### config.mk
export PLATFORM = sky130hd
export DESIGN_NAME = outer_product_mac_flat
export DESIGN_NICKNAME = d
export VERILOG_FILES = /design/src/rtl/outer_product_mac_if.sv /design/src/rtl/outer_product_mac.sv /design/src/flat_wrapper.sv
export SDC_FILE = /design/constraint.sdc
export NUM_CORES = 1
export LEC_CHECK = 0
export BUFFER_PORTS_ARGS = -buffer_cell sky130_fd_sc_hd__buf_2
export CAP_MARGIN = 10
export CORE_UTILIZATION = 35
export CTS_CLUSTER_SIZE = 40
export DETAILED_ROUTE_END_ITERATION = 6
export GPL_TIMING_DRIVEN = 0
export RECOVER_POWER = 25
export SLEW_MARGIN = 20
export SYNTH_ARGS = -nofsm -noshare
export SYNTH_HDL_FRONTEND = slang
export SYNTH_SLANG_ARGS = --single-unit
### constraint.sdc
create_clock -name clk -period 6.9 [get_ports clk]
set_input_delay 0.69 -clock clk [delete_from_list [all_inputs] [get_ports clk]]
set_output_delay 0.69 -clock clk [all_outputs]
set_load 0.05 [all_outputs]
### src/rtl/outer_product_mac_if.sv
// Operand/result bus of the 3x3 outer-product multiply-accumulate block.
// The memory stage and the result consumer sit on the master side.
interface outer_product_mac_if #(
  parameter int DATA_W = 4,
  parameter int ACC_W  = 10
);
  logic              start;
  logic [DATA_W-1:0] data_w1;
  logic [DATA_W-1:0] data_w2;
  logic [DATA_W-1:0] data_w3;
  logic [DATA_W-1:0] data_x1;
  logic [DATA_W-1:0] data_x2;
  logic [DATA_W-1:0] data_x3;
  logic              unload1;
  logic              unload2;
  logic              unload3;
  logic              busy;
  logic [ACC_W-1:0]  result_data;
  logic [3:0]        result_idx;
  logic              result_valid;
  logic              result_ready;
  logic              done;

  modport slave (
    input  start, data_w1, data_w2, data_w3, data_x1, data_x2, data_x3, result_ready,
    output unload1, unload2, unload3, busy, result_data, result_idx, result_valid, done
  );

  modport master (
    output start, data_w1, data_w2, data_w3, data_x1, data_x2, data_x3, result_ready,
    input  unload1, unload2, unload3, busy, result_data, result_idx, result_valid, done
  );
endinterface

### src/rtl/outer_product_mac.sv
// 3x3 matrix product C = W*X built from three accumulated outer products.
// Step k pulls W column k-1 and X row k-1 from the memory stage through the
// one-hot unload lines, then the nine results drain over a valid/ready port.
// ACC_W must equal 2*DATA_W+2 so that three full-scale products never wrap.
module outer_product_mac #(
  parameter int DATA_W = 4,
  parameter int ACC_W  = 10
) (
  input  logic               clk,
  input  logic               clear_n,
  outer_product_mac_if.slave bus
);

  localparam int PROD_W = 2 * DATA_W;

  typedef enum logic [2:0] {
    IDLE  = 3'd0,
    STEP1 = 3'd1,
    STEP2 = 3'd2,
    STEP3 = 3'd3,
    DRAIN = 3'd4,
    FIN   = 3'd5
  } state_t;

  state_t            state_q, state_d;
  logic              start_prev_q, start_prev_d;
  logic [2:0]        unload_q, unload_d;
  logic              busy_q, busy_d;
  logic              valid_q, valid_d;
  logic              done_q, done_d;
  logic [3:0]        idx_q, idx_d;
  logic [ACC_W-1:0]  data_q, data_d;
  logic [ACC_W-1:0]  acc_q [9];
  logic [ACC_W-1:0]  acc_d [9];

  logic [DATA_W-1:0] w_s [3];
  logic [DATA_W-1:0] x_s [3];
  logic [PROD_W-1:0] prod_s [9];
  logic              start_edge_s;
  logic              accept_s;
  logic              run_start_s;
  logic              stepping_s;

  // Gather the operand buses into indexable arrays and form the nine products.
  always_comb begin
    w_s[0] = bus.data_w1;
    w_s[1] = bus.data_w2;
    w_s[2] = bus.data_w3;
    x_s[0] = bus.data_x1;
    x_s[1] = bus.data_x2;
    x_s[2] = bus.data_x3;
    for (int i = 0; i < 3; i++) begin
      for (int j = 0; j < 3; j++) begin
        prod_s[i*3+j] = {{DATA_W{1'b0}}, w_s[i]} * {{DATA_W{1'b0}}, x_s[j]};
      end
    end
  end

  // Sequencer: rising-edge start detect, step/drain/finish progression.
  always_comb begin
    start_edge_s = bus.start & ~start_prev_q;
    accept_s     = valid_q & bus.result_ready;
    start_prev_d = bus.start;
    state_d      = state_q;
    case (state_q)
      IDLE: begin
        if (start_edge_s) begin
          state_d = STEP1;
        end else begin
          state_d = IDLE;
        end
      end
      STEP1: state_d = STEP2;
      STEP2: state_d = STEP3;
      STEP3: state_d = DRAIN;
      DRAIN: begin
        if (accept_s && (idx_q == 4'd8)) begin
          state_d = FIN;
        end else begin
          state_d = DRAIN;
        end
      end
      FIN:     state_d = IDLE;
      default: state_d = IDLE;
    endcase
    run_start_s = (state_q == IDLE) && (state_d == STEP1);
    stepping_s  = (state_q == STEP1) || (state_q == STEP2) || (state_q == STEP3);
  end

  // Accumulators: cleared when a run begins, one outer product per step.
  always_comb begin
    for (int n = 0; n < 9; n++) begin
      if (run_start_s) begin
        acc_d[n] = {ACC_W{1'b0}};
      end else if (stepping_s) begin
        acc_d[n] = acc_q[n] + {{(ACC_W-PROD_W){1'b0}}, prod_s[n]};
      end else begin
        acc_d[n] = acc_q[n];
      end
    end
  end

  // Registered outputs, all derived from the next state so they line up with it.
  always_comb begin
    unload_d[0] = (state_d == STEP1);
    unload_d[1] = (state_d == STEP2);
    unload_d[2] = (state_d == STEP3);
    busy_d      = (state_d != IDLE);
    valid_d     = (state_d == DRAIN);
    done_d      = (state_d == FIN);
    if (state_d == DRAIN) begin
      if (state_q != DRAIN) begin
        idx_d = 4'd0;
      end else if (accept_s) begin
        idx_d = idx_q + 4'd1;
      end else begin
        idx_d = idx_q;
      end
    end else begin
      idx_d = 4'd0;
    end
    if (valid_d && (idx_d < 4'd9)) begin
      data_d = acc_d[idx_d];
    end else begin
      data_d = {ACC_W{1'b0}};
    end
  end

  // State and output flops with asynchronous active-low clear.
  always_ff @(posedge clk or negedge clear_n) begin
    if (!clear_n) begin
      state_q      <= IDLE;
      start_prev_q <= 1'b0;
      unload_q     <= 3'b000;
      busy_q       <= 1'b0;
      valid_q      <= 1'b0;
      done_q       <= 1'b0;
      idx_q        <= 4'd0;
      data_q       <= {ACC_W{1'b0}};
      for (int n = 0; n < 9; n++) begin
        acc_q[n] <= {ACC_W{1'b0}};
      end
    end else begin
      state_q      <= state_d;
      start_prev_q <= start_prev_d;
      unload_q     <= unload_d;
      busy_q       <= busy_d;
      valid_q      <= valid_d;
      done_q       <= done_d;
      idx_q        <= idx_d;
      data_q       <= data_d;
      for (int n = 0; n < 9; n++) begin
        acc_q[n] <= acc_d[n];
      end
    end
  end

  assign bus.unload1      = unload_q[0];
  assign bus.unload2      = unload_q[1];
  assign bus.unload3      = unload_q[2];
  assign bus.busy         = busy_q;
  assign bus.result_valid = valid_q;
  assign bus.result_idx   = idx_q;
  assign bus.result_data  = data_q;
  assign bus.done         = done_q;

endmodule

### src/flat_wrapper.sv
// flat-port wrapper written by rule: the top's interface ports become plain ports
module outer_product_mac_flat 
#(
  parameter int DATA_W = 4,
  parameter int ACC_W  = 10
)
  (clk, clear_n, bus_start, bus_data_w1, bus_data_w2, bus_data_w3, bus_data_x1, bus_data_x2, bus_data_x3, bus_result_ready, bus_unload1, bus_unload2, bus_unload3, bus_busy, bus_result_data, bus_result_idx, bus_result_valid, bus_done);
  outer_product_mac_if #(.DATA_W(DATA_W), .ACC_W(ACC_W)) bus_i ();
  input  logic clk;
  input  logic clear_n;
  input wire logic [$bits(bus_i.start)-1:0] bus_start;
  input wire logic [$bits(bus_i.data_w1)-1:0] bus_data_w1;
  input wire logic [$bits(bus_i.data_w2)-1:0] bus_data_w2;
  input wire logic [$bits(bus_i.data_w3)-1:0] bus_data_w3;
  input wire logic [$bits(bus_i.data_x1)-1:0] bus_data_x1;
  input wire logic [$bits(bus_i.data_x2)-1:0] bus_data_x2;
  input wire logic [$bits(bus_i.data_x3)-1:0] bus_data_x3;
  input wire logic [$bits(bus_i.result_ready)-1:0] bus_result_ready;
  output wire logic [$bits(bus_i.unload1)-1:0] bus_unload1;
  output wire logic [$bits(bus_i.unload2)-1:0] bus_unload2;
  output wire logic [$bits(bus_i.unload3)-1:0] bus_unload3;
  output wire logic [$bits(bus_i.busy)-1:0] bus_busy;
  output wire logic [$bits(bus_i.result_data)-1:0] bus_result_data;
  output wire logic [$bits(bus_i.result_idx)-1:0] bus_result_idx;
  output wire logic [$bits(bus_i.result_valid)-1:0] bus_result_valid;
  output wire logic [$bits(bus_i.done)-1:0] bus_done;
  assign bus_i.start = bus_start;
  assign bus_i.data_w1 = bus_data_w1;
  assign bus_i.data_w2 = bus_data_w2;
  assign bus_i.data_w3 = bus_data_w3;
  assign bus_i.data_x1 = bus_data_x1;
  assign bus_i.data_x2 = bus_data_x2;
  assign bus_i.data_x3 = bus_data_x3;
  assign bus_i.result_ready = bus_result_ready;
  assign bus_unload1 = bus_i.unload1;
  assign bus_unload2 = bus_i.unload2;
  assign bus_unload3 = bus_i.unload3;
  assign bus_busy = bus_i.busy;
  assign bus_result_data = bus_i.result_data;
  assign bus_result_idx = bus_i.result_idx;
  assign bus_result_valid = bus_i.result_valid;
  assign bus_done = bus_i.done;
  outer_product_mac #(.DATA_W(DATA_W), .ACC_W(ACC_W)) u_core (.clk(clk), .clear_n(clear_n), .bus(bus_i));
endmodule
==> results of run 1 <==
cells in the final DEF (no fill, tap or decap), drive strengths merged, types with 5 or more instances in the layout:
cell type	instances
buf	73
mux2i	13
or2	6
inv	203
fa	81
ha	164
xnor2	17
o21bai	17
nand2	157
nand4	5
a21oi	51
o21ai	107
a21o	35
nand3	17
dfrtp	114
a211oi	31
or3	11
o22ai	8
nor2	29
nor3	15
nor3b	21
or4b	8
nand2b	5
o211ai	31
nor4b	8
a31oi	7
xor2	16
clkbuf	66
o221ai	5
nand4b	6
and2	110
o21a	6
per-stage QoR:
| stage | hold WS [ps] | cell area (sq um) |
|---|---|---|
| 6_report | 374.0 | 13880 |
| 5_1_grt | 375.4 | 13870 |
| 4_1_cts | 191.0 | 13890 |
| 3_5_place_dp | 507.0 | 13290 |
| 3_3_place_gp | 496.0 | 13260 |
| 2_1_floorplan | 394.4 | 12450 |
area by class of cell:
cell class	instances	area [sq um]	share of cell area, %
diodes	3	7.507	0.05408
multi-input cells	1049	8533	61.47
clock inverters	15	168.9	1.217
well taps	455	569.3	4.101
flip-flops and latches	114	2853	20.55
plain buffers	74	324.1	2.334
clock buffers	17	425.4	3.064
inverters	196	740.7	5.336
repair buffers	48	260.3	1.875
logic make-up after synthesis:
group           share of synthesized area (%)
flops                                   22.91
mux                                     1.135
buf+inv                                 8.561
compound gates                          17.85
xor+xnor                                2.321
fa+ha+maj                               29.50
simple gates                            17.73
path summary, 6_finish.rpt:
check	startpoint	to	slack, ps	cells past startpoint
max in group asynchronous	clear_n	u_core.acc_q[33]$_DFF_PN0_	3590	1
max	bus_data_x3[1]	u_core.bus.result_data[6]$_DFF_PN0_	1630	15
max reg2reg	u_core.state_q[1]$_DFF_PN0_	u_core.bus.result_data[3]$_DFF_PN0_	2410	10
min reg2reg	u_core.acc_q[27]$_DFF_PN0_	u_core.acc_q[27]$_DFF_PN0_	520	2
min	bus_start	u_core.start_prev_q$_DFF_PN0_	370	1
min in group asynchronous	clear_n	u_core.acc_q[3]$_DFF_PN0_	1400	1
registers in the layout, summed over array words and instances, names as in the netlist, 3 cells and up:
register and flops:
u_core.bus.result_idx 4, u_core.bus.result_data 10, u_core.unload_q 3, u_core.acc_q 90
u_core.state_q 3
power by group through the flow:
stage,logic [mW],clock network [mW],registers [mW]
2_1_floorplan,2.75,0,1.20
6_report,4.04,0.934,1.14
5_1_grt,4.47,0.966,1.17
4_1_cts,3.99,0.941,1.14
3_3_place_gp,3.89,0,1.14
3_5_place_dp,3.96,0,1.15
per-layer routing:
metal,share of wire (%),track usage (%),up-vias
met3,6.5,4.435,88
met2,44,36.18,380
met5,0,0,-
met1,45,31.27,5160
li1,-,-,5057
met4,4.6,11.48,0
==> impl_metrics.tcl, run 1 <==
set metrics [dict create \
    hold_class "input pin to register" \
    yosys-top-cells-count "193 x inv_1, 164 x ha_1, 157 x nand2_1" \
    rsz0062_at_grt "false" \
    period_share_pct 76.42 \
    seq_area_frac_synth_pct 22.91 \
    grt_first_pass_wirelength_um 62750 \
    fin_crit_ps 5273 \
    p_seq_share_pct 18.7 \
    antenna_found_initial 1 \
    critPathBufInv 3 \
    async_flop_share_pct 100.0 \
    total_power_mw 6.118 \
    p_int_mw 2.971 \
    cts_tree "built" \
    avgSynthCellArea_sq_um 8.689 \
    skew_ps 14.82 \
    syn_nets 1706 \
    hold_violations 0 \
    finalWorstSetupSlack_ps 1627 \
    drive_gt1_share_pct 7.997 \
    viasPerCell 5.421 \
    worstPathRequired_ps 7230 \
    finalMaxSlewViolations 52 \
    wl_um 41140 \
    fmax_mhz 189.6 \
    fin_nets 1773 \
    initial_core_util_pct 35.78 \
    ir_drop_mv 0.2435 \
    slowest_delay_ps 740 \
    chipWidth_um 190.6 \
    worstMarginPinSlew_ps 3383 \
    fin_setup_tns_ps 0 \
    final_antenna_net_count 0 \
    core_region_area_sq_um 34800 \
    dr.pass1.iters 5 \
    drtIter0Drc 840 \
    critPathSlowestCell "clkbuf_1" \
    clkPwrFrac_pct 15.3 \
    dp_slack_ps 1219 \
    numClockSinks 114 \
    vias 10685 \
    dieArea_sq_um 36340 \
    p_leak_nw 6.898 \
    worstSetupPathType "input pin to register" \
    status "finished with violations" \
    slew_headroom_pct -125.5 \
    dp_hpwl_um 30830 \
    worst-path-max-fanout 10 \
    synth.most_common_cell "inv_1" \
    h-tree-depth 4 \
    cp.arrival_ps 5600 \
    dp.cells 1936 \
    cts_setup_buffers 0 \
    synth_top_area_share_pct 22.91 \
    synthCells 1433 \
    io-pin-count 48 \
    track_usage_pct 23.42 \
    synth.distinct_cells 72 \
    synth-edff-count 0 \
    syn-cell-area_sq_um 12450 \
    ys_seq_elements 114 \
    cp-end-kind "register" \
    finalSetupViolCount 0 \
    switching_share_pct 51.45 \
    rows 68 \
    crit_path_frequent_cell "fa_1" \
    pwr_density_cell_nw_per_um2 440.7 \
    yosys_warnings 0 \
    crit_family "adder cells" \
    grt-ovfl-total 0 \
    cts_resized 0 \
    cts-root-buf "clkbuf_16" \
    yosys-top-cells-area "dfrtp_1 23%, ha_1 16%, fa_1 13%, inv_1 5.8%, and2_1 5.5%" \
    drc 0 \
    grt_pass1_vias 10397 \
    path_clk_slew_ps 70 \
    synth_area_leader_cell "dfrtp_1" \
    numCtsBuffers 17 \
    fin_cells 1971 \
    violations "max-capacitance violations, max-slew violations" \
    die_y_um 190.6 \
    post-route-util_pct 39.89 \
    port_buffers 47 \
    drv_cap 1 \
    startpoint_type "input pin" \
    synth-main-ff-cell "dfrtp_1" \
    wl_per_cell_um 20.87 \
    gp_congestion 0.9146 \
    p_sw_mw 3.147 \
    clock_path_buffers 2 \
    clkLatencyLatePin_ps 440 \
    grt_max_degree 64 \
    cts_hold_buf 0 \
    power_frac_comb_pct 66.1 \
    syn_to_final_growth_pct 11.49 \
    nFillCells 3514 \
    path_cells "buf_2, clkbuf_1, nand2_1, fa_1, fa_1, fa_1, inv_1, ha_1, a211oi_1, o21bai_1, or4b_2, nand3_1, o31ai_1, a211o_1, a41oi_1" \
]
Note: power is estimated with default switching activity, not from simulation.
==> run 2: changes to the inputs <==
==> constraint.sdc (replaced) <==
create_clock -name clk -period 5.1 [get_ports clk]
set_input_delay 0.51 -clock clk [delete_from_list [all_inputs] [get_ports clk]]
set_output_delay 0.51 -clock clk [all_outputs]
set_load 0.05 [all_outputs]
==> impl_metrics.tcl, run 2 (synthesized netlist as in run 1, its figures left out) <==
set metrics [dict create \
    status "finished with violations" \
    violations "max-capacitance violations, max-slew violations" \
    initial_core_util_pct 35.78 \
    crit_path_frequent_cell "fa_1" \
    nFillCells 3519 \
    fmax_mhz 203.4 \
    final_antenna_net_count 0 \
    cts_tree "built" \
    finalWorstSetupSlack_ps 182.9 \
    drv_cap 2 \
    vias 10692 \
    cp-end-kind "register" \
    grt_max_degree 64 \
    cts_resized 0 \
    hold_violations 0 \
    track_usage_pct 23.42 \
    register_area_sq_um 2853 \
    critPathBufInv 3 \
    largest_reg_flops 90 \
    fin_cells 1966 \
    numClockSinks 114 \
    p_leak_nw 6.889 \
    h-tree-depth 4 \
    dp.cells 1936 \
    final_cell_mix "193 x inv_1, 164 x ha_1, 157 x nand2_1" \
    core_region_area_sq_um 34800 \
    hold_class "input pin to register" \
    critPathSlowestCell "or4b_2" \
    slowest_delay_ps 630 \
    drive_gt1_share_pct 8.079 \
    period_share_pct 96.41 \
    path_cells "buf_2, clkbuf_1, nand2_1, fa_1, fa_1, fa_1, inv_1, ha_1, o21ai_0, o21bai_1, or4b_2, nand3_1, o21ai_0, a211o_1, a41oi_1" \
    worstPathRequired_ps 5430 \
    fin_crit_ps 4917 \
    numCtsBuffers 17 \
    skew_ps 22.01 \
    dr.pass1.iters 7 \
    clock_path_buffers 2 \
    viasPerCell 5.438 \
    worstMarginPinSlew_ps 3230 \
    fin_setup_tns_ps 0 \
    drc 0 \
    worst-path-max-fanout 10 \
    final_common_cell "inv_1" \
    wl_per_cell_um 20.93 \
    regMostFlops "u_core.acc_q" \
    cp.arrival_ps 5250 \
    gp_congestion 0.9146 \
    multi_input_area_sq_um 8533 \
    reg2reg_slack_ps 650 \
    pwr_density_cell_nw_per_um2 598.5 \
    finalSetupViolCount 0 \
    dieArea_sq_um 36340 \
    drtIter0Drc 841 \
    total_power_mw 8.286 \
    chipWidth_um 190.6 \
    clkLatencyLatePin_ps 440 \
    dp_slack_ps -401.2 \
    ir_drop_mv 0.3291 \
    port_buffers 47 \
    finalMaxSlewViolations 117 \
    slew_headroom_pct -115.4 \
    wl_um 41150 \
    cts-root-buf "clkbuf_16" \
    dp_hpwl_um 30830 \
    io-pin-count 48 \
    worstSetupPathType "input pin to register" \
    rows 68 \
    die_y_um 190.6 \
    fin_nets 1770 \
    grt-ovfl-total 0 \
    antenna_found_initial 1 \
    syn_to_final_growth_pct 11.18 \
    path_clk_slew_ps 60 \
    startpoint_type "input pin" \
    grt_pass1_vias 10397 \
    rsz0062_at_grt "false" \
    crit_family "adder cells" \
    grt_first_pass_wirelength_um 62750 \
]
-- run 2: cell count changes in the layout (fill, tap and decap cells not counted), sizes merged --
cell,change
clkbuf,-3
diode,-2
-- run 2: cell type report --
class                      instances  share of cell area, %
tap                              455                  4.112
clock inverter                    15                  1.220
buffer                            71                  2.268
clock buffer                      17                  3.073
sequential                       114                  20.61
timing repair buffer              48                  1.717
inverter                         196                  5.350
antenna                            1                0.01808
multi-input combinational       1049                  61.64
-- run 2: routing by layer --
| layer | track usage, % | share of wire, % |
|---|---|---|
| met1 | 31.27 | 44 |
| met2 | 36.18 | 44 |
| met3 | 4.435 | 6.9 |
| met4 | 11.48 | 4.8 |
| met5 | 0 | 0 |
-- run 2: stage by stage --
| stage | hold WS, ps | area, sq um | util, % |
|---|---|---|---|
| 2_1_floorplan | 214.4 | 12450 | - |
| 3_3_place_gp | 496.0 | 13260 | 38.10 |
| 3_5_place_dp | 481.4 | 13290 | 38.20 |
| 4_1_cts | 11.02 | 13890 | 39.91 |
| 5_1_grt | 195.4 | 13840 | 39.78 |
| 6_report | 190.6 | 13840 | 39.79 |
-- run 2: repair_timing --
action	4_1_cts	5_1_grt
hold buffers	0	0
setup endpoints to repair	0	2
setup buffers	0	0
-- run 2: worst register-to-register path, stage by stage, from the launching register on --
cell      delay, ps
dfrtp_1         390
buf_2           180
o21bai_1        750
buf_2           400
buf_2           380
buf_1           810
o22ai_1         230
o211ai_1        220
o21ai_0         150
o21ai_0         570
a21oi_1         210
-- run 2: worst paths after layout --
check	endpoint	cells past startpoint	start
worst min-delay path	u_core.start_prev_q$_DFF_PN0_	1	bus_start
min in group asynchronous	u_core.acc_q[3]$_DFF_PN0_	1	clear_n
max in group asynchronous	u_core.acc_q[83]$_DFF_PN0_	2	clear_n
worst max register to register	u_core.bus.result_data[3]$_DFF_PN0_	10	u_core.state_q[1]$_DFF_PN0_
worst max-delay path	u_core.bus.result_data[6]$_DFF_PN0_	15	bus_data_w3[1]
worst min register to register	u_core.acc_q[27]$_DFF_PN0_	2	u_core.acc_q[27]$_DFF_PN0_
-- run 2: where the power goes --
part | leakage [nW] | switching [mW] | internal (mW)
registers | 1.45 | 0.234 | 1.31
logic | 5.16 | 3.50 | 1.97
clock network | 0.284 | 0.533 | 0.733
total | 6.89 | 4.27 | 4.02
